**config.mk**
```make
export PLATFORM = sky130hd
export DESIGN_NAME = lvds_rx_iq
export DESIGN_NICKNAME = d
export VERILOG_FILES = /design/src/rtl/lvds_rx_iq_pkg.sv /design/src/rtl/lvds_rx_sat_cnt.sv /design/src/rtl/lvds_rx_iq.sv
export SDC_FILE = /design/constraint.sdc
export NUM_CORES = 1
export LEC_CHECK = 0
export CORE_ASPECT_RATIO = 0.9
export CORE_MARGIN = 2
export CORE_UTILIZATION = 50
export CTS_BUF_LIST = sky130_fd_sc_hd__clkbuf_2
export CTS_CLUSTER_DIAMETER = 80
export DETAILED_ROUTE_END_ITERATION = 16
export GPL_TIMING_DRIVEN = 0
export MAX_ROUTING_LAYER = met4
export PLACE_DENSITY = 0.81
export SYNTH_ARGS = -nofsm -noshare
export SYNTH_HDL_FRONTEND = slang
export SYNTH_HIERARCHICAL = 1
export SYNTH_SLANG_ARGS = --single-unit
```
**constraint.sdc**
```tcl
create_clock -name i_ddr_clk -period 4.1 [get_ports i_ddr_clk]
set_clock_uncertainty 0.2 [all_clocks]
set_input_delay 0.82 -clock i_ddr_clk [delete_from_list [all_inputs] [get_ports i_ddr_clk]]
set_output_delay 0.82 -clock i_ddr_clk [all_outputs]
set_load 0.01 [all_outputs]
```
**src/rtl/lvds_rx_iq_pkg.sv**
```systemverilog
// Shared state encodings, default sync codes and frame-width helper for the lvds_rx_iq receiver.
package lvds_rx_iq_pkg;

   typedef enum logic [1:0] {
      ST_IDLE    = 2'b00,
      ST_I_PHASE = 2'b01,
      ST_Q_PHASE = 2'b11
   } rx_state_e;

   localparam logic [1:0] DEF_I_SYNC      = 2'b10;
   localparam logic [1:0] DEF_Q_SYNC      = 2'b01;
   localparam int         DEF_DATA_DIBITS = 7;

   // Frame word width: two phases, each one sync dibit plus the data dibits.
   function automatic int word_width(input int data_dibits);
      return 4 * (data_dibits + 1);
   endfunction

endpackage

```
**src/rtl/lvds_rx_sat_cnt.sv**
```systemverilog
// Saturating status counter with synchronous clear; clear wins over a simultaneous increment.
module lvds_rx_sat_cnt #(
   parameter int CNT_W = 16
) (
   input  logic             clk,
   input  logic             reset_n,
   input  logic             clear,
   input  logic             inc,
   output logic [CNT_W-1:0] count
);

   // Count events, holding at all-ones.
   always_ff @(posedge clk or negedge reset_n) begin
      if (!reset_n) begin
         count <= {CNT_W{1'b0}};
      end else if (clear) begin
         count <= {CNT_W{1'b0}};
      end else if (inc && (count != {CNT_W{1'b1}})) begin
         count <= count + CNT_W'(1);
      end else begin
         count <= count;
      end
   end

endmodule

```
**src/rtl/lvds_rx_iq.sv**
```systemverilog
// lvds_rx_iq: deserialises the DDR dibit stream into {I,Q} frame words, checks both syncs, gates pushes on lock.
// Define LVDS_RX_STATUS_CNT_EN to build the overflow and sync-error counters; otherwise both read 0.
module lvds_rx_iq
   import lvds_rx_iq_pkg::*;
#(
   parameter int         DATA_DIBITS = DEF_DATA_DIBITS,
   parameter logic [1:0] I_SYNC      = DEF_I_SYNC,
   parameter logic [1:0] Q_SYNC      = DEF_Q_SYNC,
   parameter int         LOCK_FRAMES = 2,
   parameter int         CNT_W       = 16,
   localparam int        W           = word_width(DATA_DIBITS)
) (
   input  logic             i_ddr_clk,
   input  logic             i_reset_n,
   input  logic [1:0]       i_ddr_data,
   input  logic             i_enable,
   input  logic             i_cnt_clear,
   input  logic             i_fifo_full,
   output logic             o_fifo_write_clk,
   output logic             o_fifo_push,
   output logic [W-1:0]     o_fifo_data,
   output logic             o_locked,
   output logic [CNT_W-1:0] o_overflow_cnt,
   output logic [CNT_W-1:0] o_sync_err_cnt,
   output logic [1:0]       o_debug_state
);

   localparam int            CW         = $clog2(DATA_DIBITS + 1);
   localparam int            LW         = $clog2(LOCK_FRAMES + 2);
   localparam int            SW         = W - 2;
   localparam logic [CW-1:0] CNT_RELOAD = CW'(DATA_DIBITS - 1);
   localparam logic [CW-1:0] CNT_IDLE   = CW'(DATA_DIBITS);
   localparam logic [CW-1:0] CNT_ZERO   = {CW{1'b0}};
   localparam logic [LW-1:0] LOCK_THR   = LW'(LOCK_FRAMES);

   rx_state_e         state_r;
   logic [CW-1:0]     cnt_r;
   logic              qsync_due_r;
   logic [SW-1:0]     shift_r;
   logic [LW-1:0]     lock_r;
   logic              locked_s;
   logic              lock_at_thr_s;
   logic              sync_err_evt_s;
   logic              ovf_evt_s;

   assign locked_s         = (lock_r == LOCK_THR);
   assign lock_at_thr_s    = (lock_r >= LOCK_THR);
   assign o_locked         = locked_s;
   assign o_fifo_write_clk = i_ddr_clk;
   assign o_debug_state    = state_r;

   // Per-dibit sync-error and overflow events, shared by the FSM and the status counters.
   always_comb begin
      sync_err_evt_s = 1'b0;
      ovf_evt_s      = 1'b0;
      if (i_enable) begin
         case (state_r)
            ST_IDLE:    sync_err_evt_s = (i_ddr_data != I_SYNC) && locked_s;
            ST_I_PHASE: sync_err_evt_s = qsync_due_r && (i_ddr_data != Q_SYNC);
            ST_Q_PHASE: ovf_evt_s      = (cnt_r == CNT_ZERO) && lock_at_thr_s && i_fifo_full;
            default: begin
               sync_err_evt_s = 1'b0;
               ovf_evt_s      = 1'b0;
            end
         endcase
      end else begin
         sync_err_evt_s = 1'b0;
         ovf_evt_s      = 1'b0;
      end
   end

   // Frame FSM: sync hunt, I phase, Q phase; qsync_due_r marks the dibit after the last I data dibit.
   always_ff @(posedge i_ddr_clk or negedge i_reset_n) begin
      if (!i_reset_n) begin
         state_r     <= ST_IDLE;
         cnt_r       <= CNT_IDLE;
         qsync_due_r <= 1'b0;
         shift_r     <= {SW{1'b0}};
         lock_r      <= {LW{1'b0}};
         o_fifo_push <= 1'b0;
         o_fifo_data <= {W{1'b0}};
      end else if (!i_enable) begin
         state_r     <= ST_IDLE;
         cnt_r       <= CNT_IDLE;
         qsync_due_r <= 1'b0;
         lock_r      <= {LW{1'b0}};
         o_fifo_push <= 1'b0;
      end else begin
         o_fifo_push <= 1'b0;
         case (state_r)
            ST_IDLE: begin
               if (i_ddr_data == I_SYNC) begin
                  shift_r     <= {{(SW-2){1'b0}}, I_SYNC};
                  cnt_r       <= CNT_RELOAD;
                  qsync_due_r <= 1'b0;
                  state_r     <= ST_I_PHASE;
               end else if (sync_err_evt_s) begin
                  lock_r <= {LW{1'b0}};
               end else begin
                  lock_r <= lock_r;
               end
            end
            ST_I_PHASE: begin
               if (qsync_due_r) begin
                  qsync_due_r <= 1'b0;
                  if (i_ddr_data == Q_SYNC) begin
                     shift_r <= {shift_r[SW-3:0], i_ddr_data};
                     cnt_r   <= CNT_RELOAD;
                     state_r <= ST_Q_PHASE;
                  end else begin
                     lock_r  <= {LW{1'b0}};
                     cnt_r   <= CNT_IDLE;
                     state_r <= ST_IDLE;
                  end
               end else begin
                  shift_r <= {shift_r[SW-3:0], i_ddr_data};
                  if (cnt_r == CNT_ZERO) begin
                     qsync_due_r <= 1'b1;
                  end else begin
                     cnt_r <= cnt_r - CW'(1);
                  end
               end
            end
            ST_Q_PHASE: begin
               shift_r <= {shift_r[SW-3:0], i_ddr_data};
               if (cnt_r == CNT_ZERO) begin
                  o_fifo_data <= {shift_r, i_ddr_data};
                  if (lock_at_thr_s) begin
                     o_fifo_push <= !ovf_evt_s;
                  end else begin
                     lock_r <= lock_r + LW'(1);
                  end
                  cnt_r   <= CNT_IDLE;
                  state_r <= ST_IDLE;
               end else begin
                  cnt_r <= cnt_r - CW'(1);
               end
            end
            default: begin
               cnt_r       <= CNT_IDLE;
               qsync_due_r <= 1'b0;
               state_r     <= ST_IDLE;
            end
         endcase
      end
   end

`ifdef LVDS_RX_STATUS_CNT_EN
   lvds_rx_sat_cnt #(.CNT_W(CNT_W)) u_ovf_cnt (
      .clk     (i_ddr_clk),
      .reset_n (i_reset_n),
      .clear   (i_cnt_clear),
      .inc     (ovf_evt_s),
      .count   (o_overflow_cnt)
   );

   lvds_rx_sat_cnt #(.CNT_W(CNT_W)) u_sync_err_cnt (
      .clk     (i_ddr_clk),
      .reset_n (i_reset_n),
      .clear   (i_cnt_clear),
      .inc     (sync_err_evt_s),
      .count   (o_sync_err_cnt)
   );
`else
   logic unused_cnt_clear_s;
   assign unused_cnt_clear_s = i_cnt_clear;
   assign o_overflow_cnt     = {CNT_W{1'b0}};
   assign o_sync_err_cnt     = {CNT_W{1'b0}};
`endif

endmodule

```
# After elaboration in Yosys (flattened, before gate mapping)
# Index checks and enable logic that the tools add are counted.
# totals
register_bits	71
output_inout_bits	69
in_bits	7
word_cells	81
# op_classes
n_reduce_logical	14
muxes	38
order_cmp	1
add_sub_neg	2
eq_ne	19
# op_table
operator	n
30-bit two-way mux	3
30-bit case mux with 3 select lines	1
2-bit two-way mux	12
3-bit != test, second input constant	8
3-bit two-way mux	5
1-bit two-way mux	12
2-bit case mux with 3 select lines	2
3-bit case mux with 3 select lines	1
7-bit AND reduction	1
2-bit equality test, second input constant	3
2-bit != test, second input constant	3
3-bit AND reduction	2
2-bit by 1-bit equality test with 1-bit output, second input constant	2
1-bit logical AND	4
4-bit by 1-bit != test with 1-bit output, second input constant	1
4-bit != test, second input constant	1
2-bit AND reduction	2
4-bit AND reduction	1
3-bit zero test	1
1-bit case mux with 3 select lines	1
3-bit nonzero test	1
3-bit by 1-bit subtractor with 3-bit output, second input constant	1
2-bit by 1-bit adder with 2-bit output, second input constant	1
2-bit greater-or-equal comparator, second input constant	1
other kinds (4)	4

# Logic depth before layout (Yosys ltp)
# Gate-level depths: netlist (run 1).
# logic_depth
depth_word	10
depth_mapped	6
ltp_nobuf	6

==> results of run 1 <==
==> per-stage QoR <==
| stage | TNS (ns) | hold slack (ns) | cell area [um^2] | util [%] | power (W) |
|---|---|---|---|---|---|
| after CTS | 0 | 0.0905 | 3880 | 63.8 | 0.00153 |
| after global routing | 0 | 0.107 | 3880 | 63.8 | 0.00160 |
| after global placement | -18.56 | 0.273 | 3740 | 61.4 | 0.00104 |
| final | 0 | 0.0742 | 3880 | 63.8 | 0.00152 |
| after detailed placement | 0 | 0.282 | 3730 | 61.4 | 0.00105 |
| after floorplan | 0 | 0.261 | 3240 | - | 0.000969 |
==> cell usage in the layout (no fill, tap or decap), types with 2 or more instances in the layout <==
| master | synthesis | routed |
|---|---|---|
| clkbuf_1 | 3 | 3 |
| buf_4 | 34 | 35 |
| clkbuf_2 | 0 | 12 |
| buf_2 | 5 | 5 |
| a31oi_1 | 3 | 3 |
| a22o_1 | 32 | 32 |
| mux2_2 | 31 | 31 |
| dfrtp_1 | 68 | 68 |
| buf_6 | 3 | 3 |
| nand3_1 | 2 | 2 |
| nand2_1 | 7 | 7 |
| conb_1 | 1 | 32 |
| a21oi_1 | 2 | 2 |
| ha_1 | 3 | 3 |
| bufinv_16 | 0 | 2 |
| dfstp_2 | 3 | 3 |
| inv_1 | 8 | 8 |
| clkdlybuf4s50_1 | 0 | 40 |
| nor2b_1 | 3 | 3 |
| o21ai_0 | 2 | 2 |
| and2_1 | 2 | 2 |
| nor2_1 | 3 | 3 |
| nor3_1 | 3 | 3 |
| nand2b_1 | 2 | 2 |
==> worst max-delay path, delay by kind of cell <==
family / cells / cell delay, ns
buffers and inverters: 4 / 0.75
==> synthesized netlist by cell type (all sizes together), types with 2 or more instances <==
master	count	area, um^2
nor2b	3	18.8
nor2	4	17.5
and2	2	12.5
clkbuf	3	11.3
a21boi	2	15.0
mux2	32	360
o21ai	3	15.0
nand3	2	10.0
a31oi	3	18.8
a22o	32	280
a22oi	2	20.0
nand2b	2	12.5
dfrtp	68	1700
ha	3	37.5
a21oi	2	10.0
nand2	7	26.3
nor3	3	15.0
dfstp	3	78.8
inv	8	30.0
buf	42	314
==> how the worst min path moves through the flow <==
stage                     cells after the start                          end
after floorplan                               1      shift_r[28]$_DFFE_PN0P_
after global placement                        1  o_fifo_data[20]$_DFFE_PN0P_
after detailed placement                      1  o_fifo_data[20]$_DFFE_PN0P_
after CTS                                     1       shift_r[0]$_DFFE_PN0P_
after global routing                          1        lock_r[1]$_DFFE_PN0P_
final                                         1        lock_r[1]$_DFFE_PN0P_
==> layer usage <==
metal | vias up | GRT usage (%) | routed length [um]
met5 | - | - | 0
met1 | 1028 | 26.1 | 2650
met3 | 12 | 5.93 | 370
li1 | 962 | - | -
met2 | 74 | 27.0 | 2680
met4 | 0 | 10.3 | 136
==> area by class of cell <==
type | count | area (um^2)
clock buffer | 13 | 70.1
sequential | 71 | 1780
multi-input combinational | 146 | 1100
inverter | 8 | 30.0
tap | 72 | 90.1
buffer | 45 | 325
timing repair buffer | 40 | 398
clock inverter | 6 | 85.1
fill | 491 | 2200
==> sequential cells by signal (all words and copies together) (netlist names) <==
register       cells
o_fifo_data       32
shift_r           30
cnt_r              3
lock_r             2
o_debug_state      2
o_fifo_push        1
qsync_due_r        1
==> cells by family (layout without fill, tap and decap cells) <==
| family | count (synthesis) | after routing | share of synthesized area (%) |
|---|---|---|---|
| flops | 71 | 71 | 57.1 |
| buf+inv | 53 | 112 | 11.4 |
| compound gates | 51 | 51 | 13.6 |
| mux | 32 | 32 | 11.6 |
| simple gates | 28 | 28 | 5.05 |
| fa+ha+maj | 3 | 3 | 1.20 |
| other cells | 1 | 32 | 0.120 |
==> report_power, final <==
| part | total, W | switching [W] | internal, W | leakage (nW) |
|---|---|---|---|---|
| Combinational | 0.000182 | 0.0000928 | 0.0000893 | 0.887 |
| Sequential | 0.000820 | 0.0000568 | 0.000763 | 0.968 |
| Clock | 0.000514 | 0.000268 | 0.000246 | 0.0970 |
==> metrics.txt, run 1 <==
synthesized area per cell 13.1 um^2; per-cell routed wire length 14.6 um; Peak VDD IR 331 uV; startpoint types clock port; post-CTS sizing 0; Initial Util 51.3%; placed cell count 383; Vias/cell 5.18; post-synthesis cell area 0.00312 mm^2; chip width a little under 90 um; cell mode on critical path clkbuf_2; Detailed Route WL 5.84 mm; RSZ-0062 raised after global routing false; YS warnings 6; gr ovfl total 0; Crit-path slowest cell clkdlybuf4s50_1; Worst Hold Class in2async; row cnt 27; Iter 0 DRT Violations 147; Inserted Diodes 0; share of layout cells above drive strength 1 30.1%; core footprint 0.00608 mm^2; Post-synth ARST share 100%; crit path max fanout 2; DRC 0; Final setup viols 0; nets about 340; DP HPWL 3.85 mm; EDFF count, synth 0; largest net degree at the start of global routing 72; I/O pin total 76; TritonCTS clock tree done; initial antenna violation count 0; Crit Path Class clk2out; worst setup margin around 0.28 ns; TritonRoute pass-1 iters 4; pre-CTS setup slack 0.468 ns; Reg2Reg Setup Slack 2.06 ns; Final Hold Fails 0; Worst-path clk slew between 0.15 and 0.2 ns; cts hold-fix bufs 0; ys flop type dfrtp_1; Lkg Pwr 1.95 nW; Worst Setup End Kind output pin; Overall Global Routing Usage 19.6%; Critical Path Start i_ddr_clk; vias in the first global route roughly 2,000; first-pass GRT wire length 9.84 mm; Yosys reg bits 71; Die Area 0.00689 mm^2; Worst R2R Start cnt_r[0]$_DFFE_PN1P_; setup bufs post-CTS 0; Data arrival, critical path 2.80 ns; PwrDens a little under 400 mW/mm^2; Die Y approximately 80 um; Final GP Congestion 0.851; post-synth cell types 40; clk_lat worst skew 0.61 ns; via count 2,076; crit path capture o_fifo_write_clk; Slew @ Worst Pin about 0.86 ns; port bufs 41; gate count after technology mapping 239; area delta synth->final 24.3%; run status complete, no violations; Post-Layout Cell Count 401; Crit path required time about 3.1 ns; Slew headroom between 40% and 50%; Max stage delay on crit path around 0.46 ns; reg2reg path depth 6; max_cap viols 0; Max Transition Viols Final 0; FF-to-FF End o_fifo_data[12]$_DFFE_PN0P_; Post-DRT Antenna Nets 0; sequential share of the synthesized area 57.1%; CP cell instances clkbuf_2 > clkbuf_2 > buf_4 > clkdlybuf4s50_1
Note: power is estimated with default switching activity, not from simulation.
==> run 2: changes to the inputs <==
--- a/config.mk
+++ b/config.mk
@@ -7,13 +7,13 @@
 export LEC_CHECK = 0
 export CORE_ASPECT_RATIO = 0.9
 export CORE_MARGIN = 2
-export CORE_UTILIZATION = 50
+export CORE_UTILIZATION = 46
 export CTS_BUF_LIST = sky130_fd_sc_hd__clkbuf_2
 export CTS_CLUSTER_DIAMETER = 80
 export DETAILED_ROUTE_END_ITERATION = 16
 export GPL_TIMING_DRIVEN = 0
 export MAX_ROUTING_LAYER = met4
-export PLACE_DENSITY = 0.81
+export PLACE_DENSITY = 0.78
 export SYNTH_ARGS = -nofsm -noshare
 export SYNTH_HDL_FRONTEND = slang
 export SYNTH_HIERARCHICAL = 1
==> constraint.sdc (replaced) <==
create_clock -name i_ddr_clk -period 3.15 [get_ports i_ddr_clk]
set_clock_uncertainty 0.2 [all_clocks]
set_input_delay 0.63 -clock i_ddr_clk [delete_from_list [all_inputs] [get_ports i_ddr_clk]]
set_output_delay 0.63 -clock i_ddr_clk [all_outputs]
set_load 0.01 [all_outputs]
==> run 2 against run 1 <==
Via count down 2.4%. Die area grew 8.3%. Final cell count is 4.7% higher. Sequential power rose by 29%. Global-route usage shrank 2.4 points. Wire length down 1.5%. Final area up 0.84%. Highest routed layer unchanged.
==> metrics.txt, run 2 (synthesis gave the netlist of run 1 again) <==
run status complete, no violations (unchanged); area delta synth->final 25.4% (was 24.3%); met1 Use GR 22.6% (was 26.1%); Crit Path Class clk2out (unchanged); Worst-path clk slew 0.17 ns (was 0.18 ns); commonest non-fill, non-tap cell in the layout dfrtp_1 (unchanged); Reg2Reg Setup Slack 1.07 ns (was 2.06 ns); max reg flops 32 (unchanged); cell area after layout 0.00391 mm^2 (was 0.00388 mm^2); PwrDens 497 mW/mm^2 (was 391 mW/mm^2); final core utilization 59.4% (was 63.8%); Final Hold Fails 0 (unchanged); Final setup viols 0 (unchanged); Post-DRT Antenna Nets 0 (unchanged); Clock power frac 33.3% (was 33.9%); Sw Share 26.9% (was 27.6%); RSZ-0062 raised after global routing false (unchanged); Biggest register o_fifo_data (unchanged); internal power 0.00142 W (was 0.00110 W); hold path depth 3; Crit path required time 2.32 ns (was 3.08 ns); initial antenna violation count 0 (unchanged); Die Area 0.00746 mm^2 (was 0.00689 mm^2); Seq pwr share 54.7% (was 54.1%); Lkg Pwr 1.96 nW (was 1.95 nW); row cnt 28 (was 27); Overall Global Routing Usage 17.2% (was 19.6%); Vias/cell 4.83 (was 5.18); clk_lat worst skew 0.57 ns (was 0.61 ns); share of layout cells above drive strength 1 30.0% (was 30.1%); Worst Setup End Kind output pin (unchanged); DRC 0 (unchanged); GR Util met3 3.45% (was 5.93%); Final GP Congestion 0.911 (was 0.851); Slew @ Worst Pin 0.854 ns (was 0.864 ns); first-pass GRT wire length 9.54 mm (was 9.84 mm); Worst Hold Class in2reg (was in2async); setup bufs post-CTS 0 (unchanged); DP HPWL 4.05 mm (was 3.85 mm); biggest regs o_fifo_data x32, shift_r x30, cnt_r x3 (unchanged); FF-to-FF End lock_r[1]$_DFFE_PN0P_ (was o_fifo_data[12]$_DFFE_PN0P_); DP Area 0.00376 mm^2 (was 0.00373 mm^2); footprint of the multi-input gates 0.00110 mm^2 (unchanged); per-cell routed wire length 13.7 um (was 14.6 um); commonest cells after routing, fill and taps aside dfrtp_1 (68), clkdlybuf4s50_1 (39), buf_4 (35) (was dfrtp_1 (68), clkdlybuf4s50_1 (40), buf_4 (35)); Max stage delay on crit path 0.27 ns (was 0.46 ns); GRT Max-Usage Layer met2 (unchanged); TritonRoute pass-1 iters 4 (unchanged); Detailed Route WL 5.75 mm (was 5.84 mm); Worst R2R Start cnt_r[0]$_DFFE_PN1P_ (unchanged); worst setup margin 0.193 ns (was 0.280 ns); core footprint 0.00659 mm^2 (was 0.00608 mm^2); largest net degree at the start of global routing 72 (unchanged); Die Y 82.1 um (was 78.9 um); max_cap viols 0 (unchanged); Slew headroom 43.1% (was 42.4%); vias in the first global route 1,951 (was 2,032); FF/Latch Area 0.00178 mm^2 (unchanged); startpoint types clock port (unchanged); CP cell instances clkbuf_2 > clkbuf_2 > buf_4 > dlygate4sd2_1 (was clkbuf_2 > clkbuf_2 > buf_4 > clkdlybuf4s50_1); TritonCTS clock tree done (unchanged); Final Power 0.00194 W (was 0.00152 W); Hold Path Sink o_debug_state[0]$_DFFE_PN0P_; Peak VDD IR 306 uV (was 331 uV); Total Neg Setup Slack 0 ns (unchanged); min-delay src i_enable; nets 336 (was 335); port bufs 41 (unchanged); pre-CTS setup slack 0.183 ns (was 0.468 ns); M2 GR Usage 25.3% (was 27.0%); Data arrival, critical path 2.13 ns (was 2.80 ns); Max Transition Viols Final 0 (unchanged); Inserted Diodes 0 (unchanged); chip width 90.8 um (was 87.3 um); reg2reg path depth 5 (was 6); Psw 0.000522 W (was 0.000418 W); Iter 0 DRT Violations 77 (was 147); gr ovfl total 0 (unchanged); crit path max fanout 2 (unchanged); I/O pin total 76 (unchanged); Comb pwr share 12.1% (was 12.0%); Crit-path slowest cell dlygate4sd2_1 (was clkdlybuf4s50_1); via count 2,027 (was 2,076); filler instances 575 (was 491); cell mode on critical path clkbuf_2 (unchanged); Initial Util 47.4% (was 51.3%)
## run 2: metal layers
metal  vias up  routed length (um)
met5         -                   0
met4         0                  98
met3         9                 254
met2        65                2650
met1       986                2750
li1        967                   -
## run 2: area by class of cell
cell class | count | area share (%)
well taps | 90 | 2.88
flip-flops and latches | 71 | 45.5
inverters | 8 | 0.768
plain buffers | 45 | 8.32
clock inverters | 6 | 2.21
multi-input cells | 146 | 28.1
repair buffers | 41 | 10.4
clock buffers | 13 | 1.76
## run 2: timing repair
item / 4_1_cts / 5_1_grt
setup endpoints to repair: 1 / 0
resized for setup: 1 / 0
hold buffers: 1 / 0
endpoints found under the hold margin: 68 / 0
## run 2: worst max path at each step
stage | start | endpoint | slack (ns)
after floorplan | i_ddr_clk | o_fifo_write_clk | 0.63
after global placement | i_reset_n | o_fifo_data[21]$_DFFE_PN0P_ | -1.00
after global routing | i_ddr_clk | o_fifo_write_clk | 0.18
after detailed placement | i_ddr_clk | o_fifo_write_clk | 0.18
final | i_ddr_clk | o_fifo_write_clk | 0.19
after CTS | i_ddr_clk | o_fifo_write_clk | 0.18
## run 2: worst max-delay path, delay by kind of cell
| kind | cells | cell delay, ns |
|---|---|---|
| buffers and inverters | 4 | 0.55 |
## run 2: through the flow
step           instances  hold slack [ns]
2_1_floorplan        270            0.134
3_3_place_gp         401            0.268
3_5_place_dp         401            0.275
4_1_cts              420            0.207
5_1_grt              420            0.236
6_report             420            0.239
## run 2: power by group through the flow
stage               logic [W]  registers [W]  clock network (W)
detailed placement   0.000235        0.00108          0.0000499
global placement     0.000230        0.00108          0.0000499
floorplan            0.000181        0.00105          0.0000262
global route         0.000262        0.00107           0.000707
finish               0.000235        0.00106           0.000647
CTS                  0.000236        0.00106           0.000665
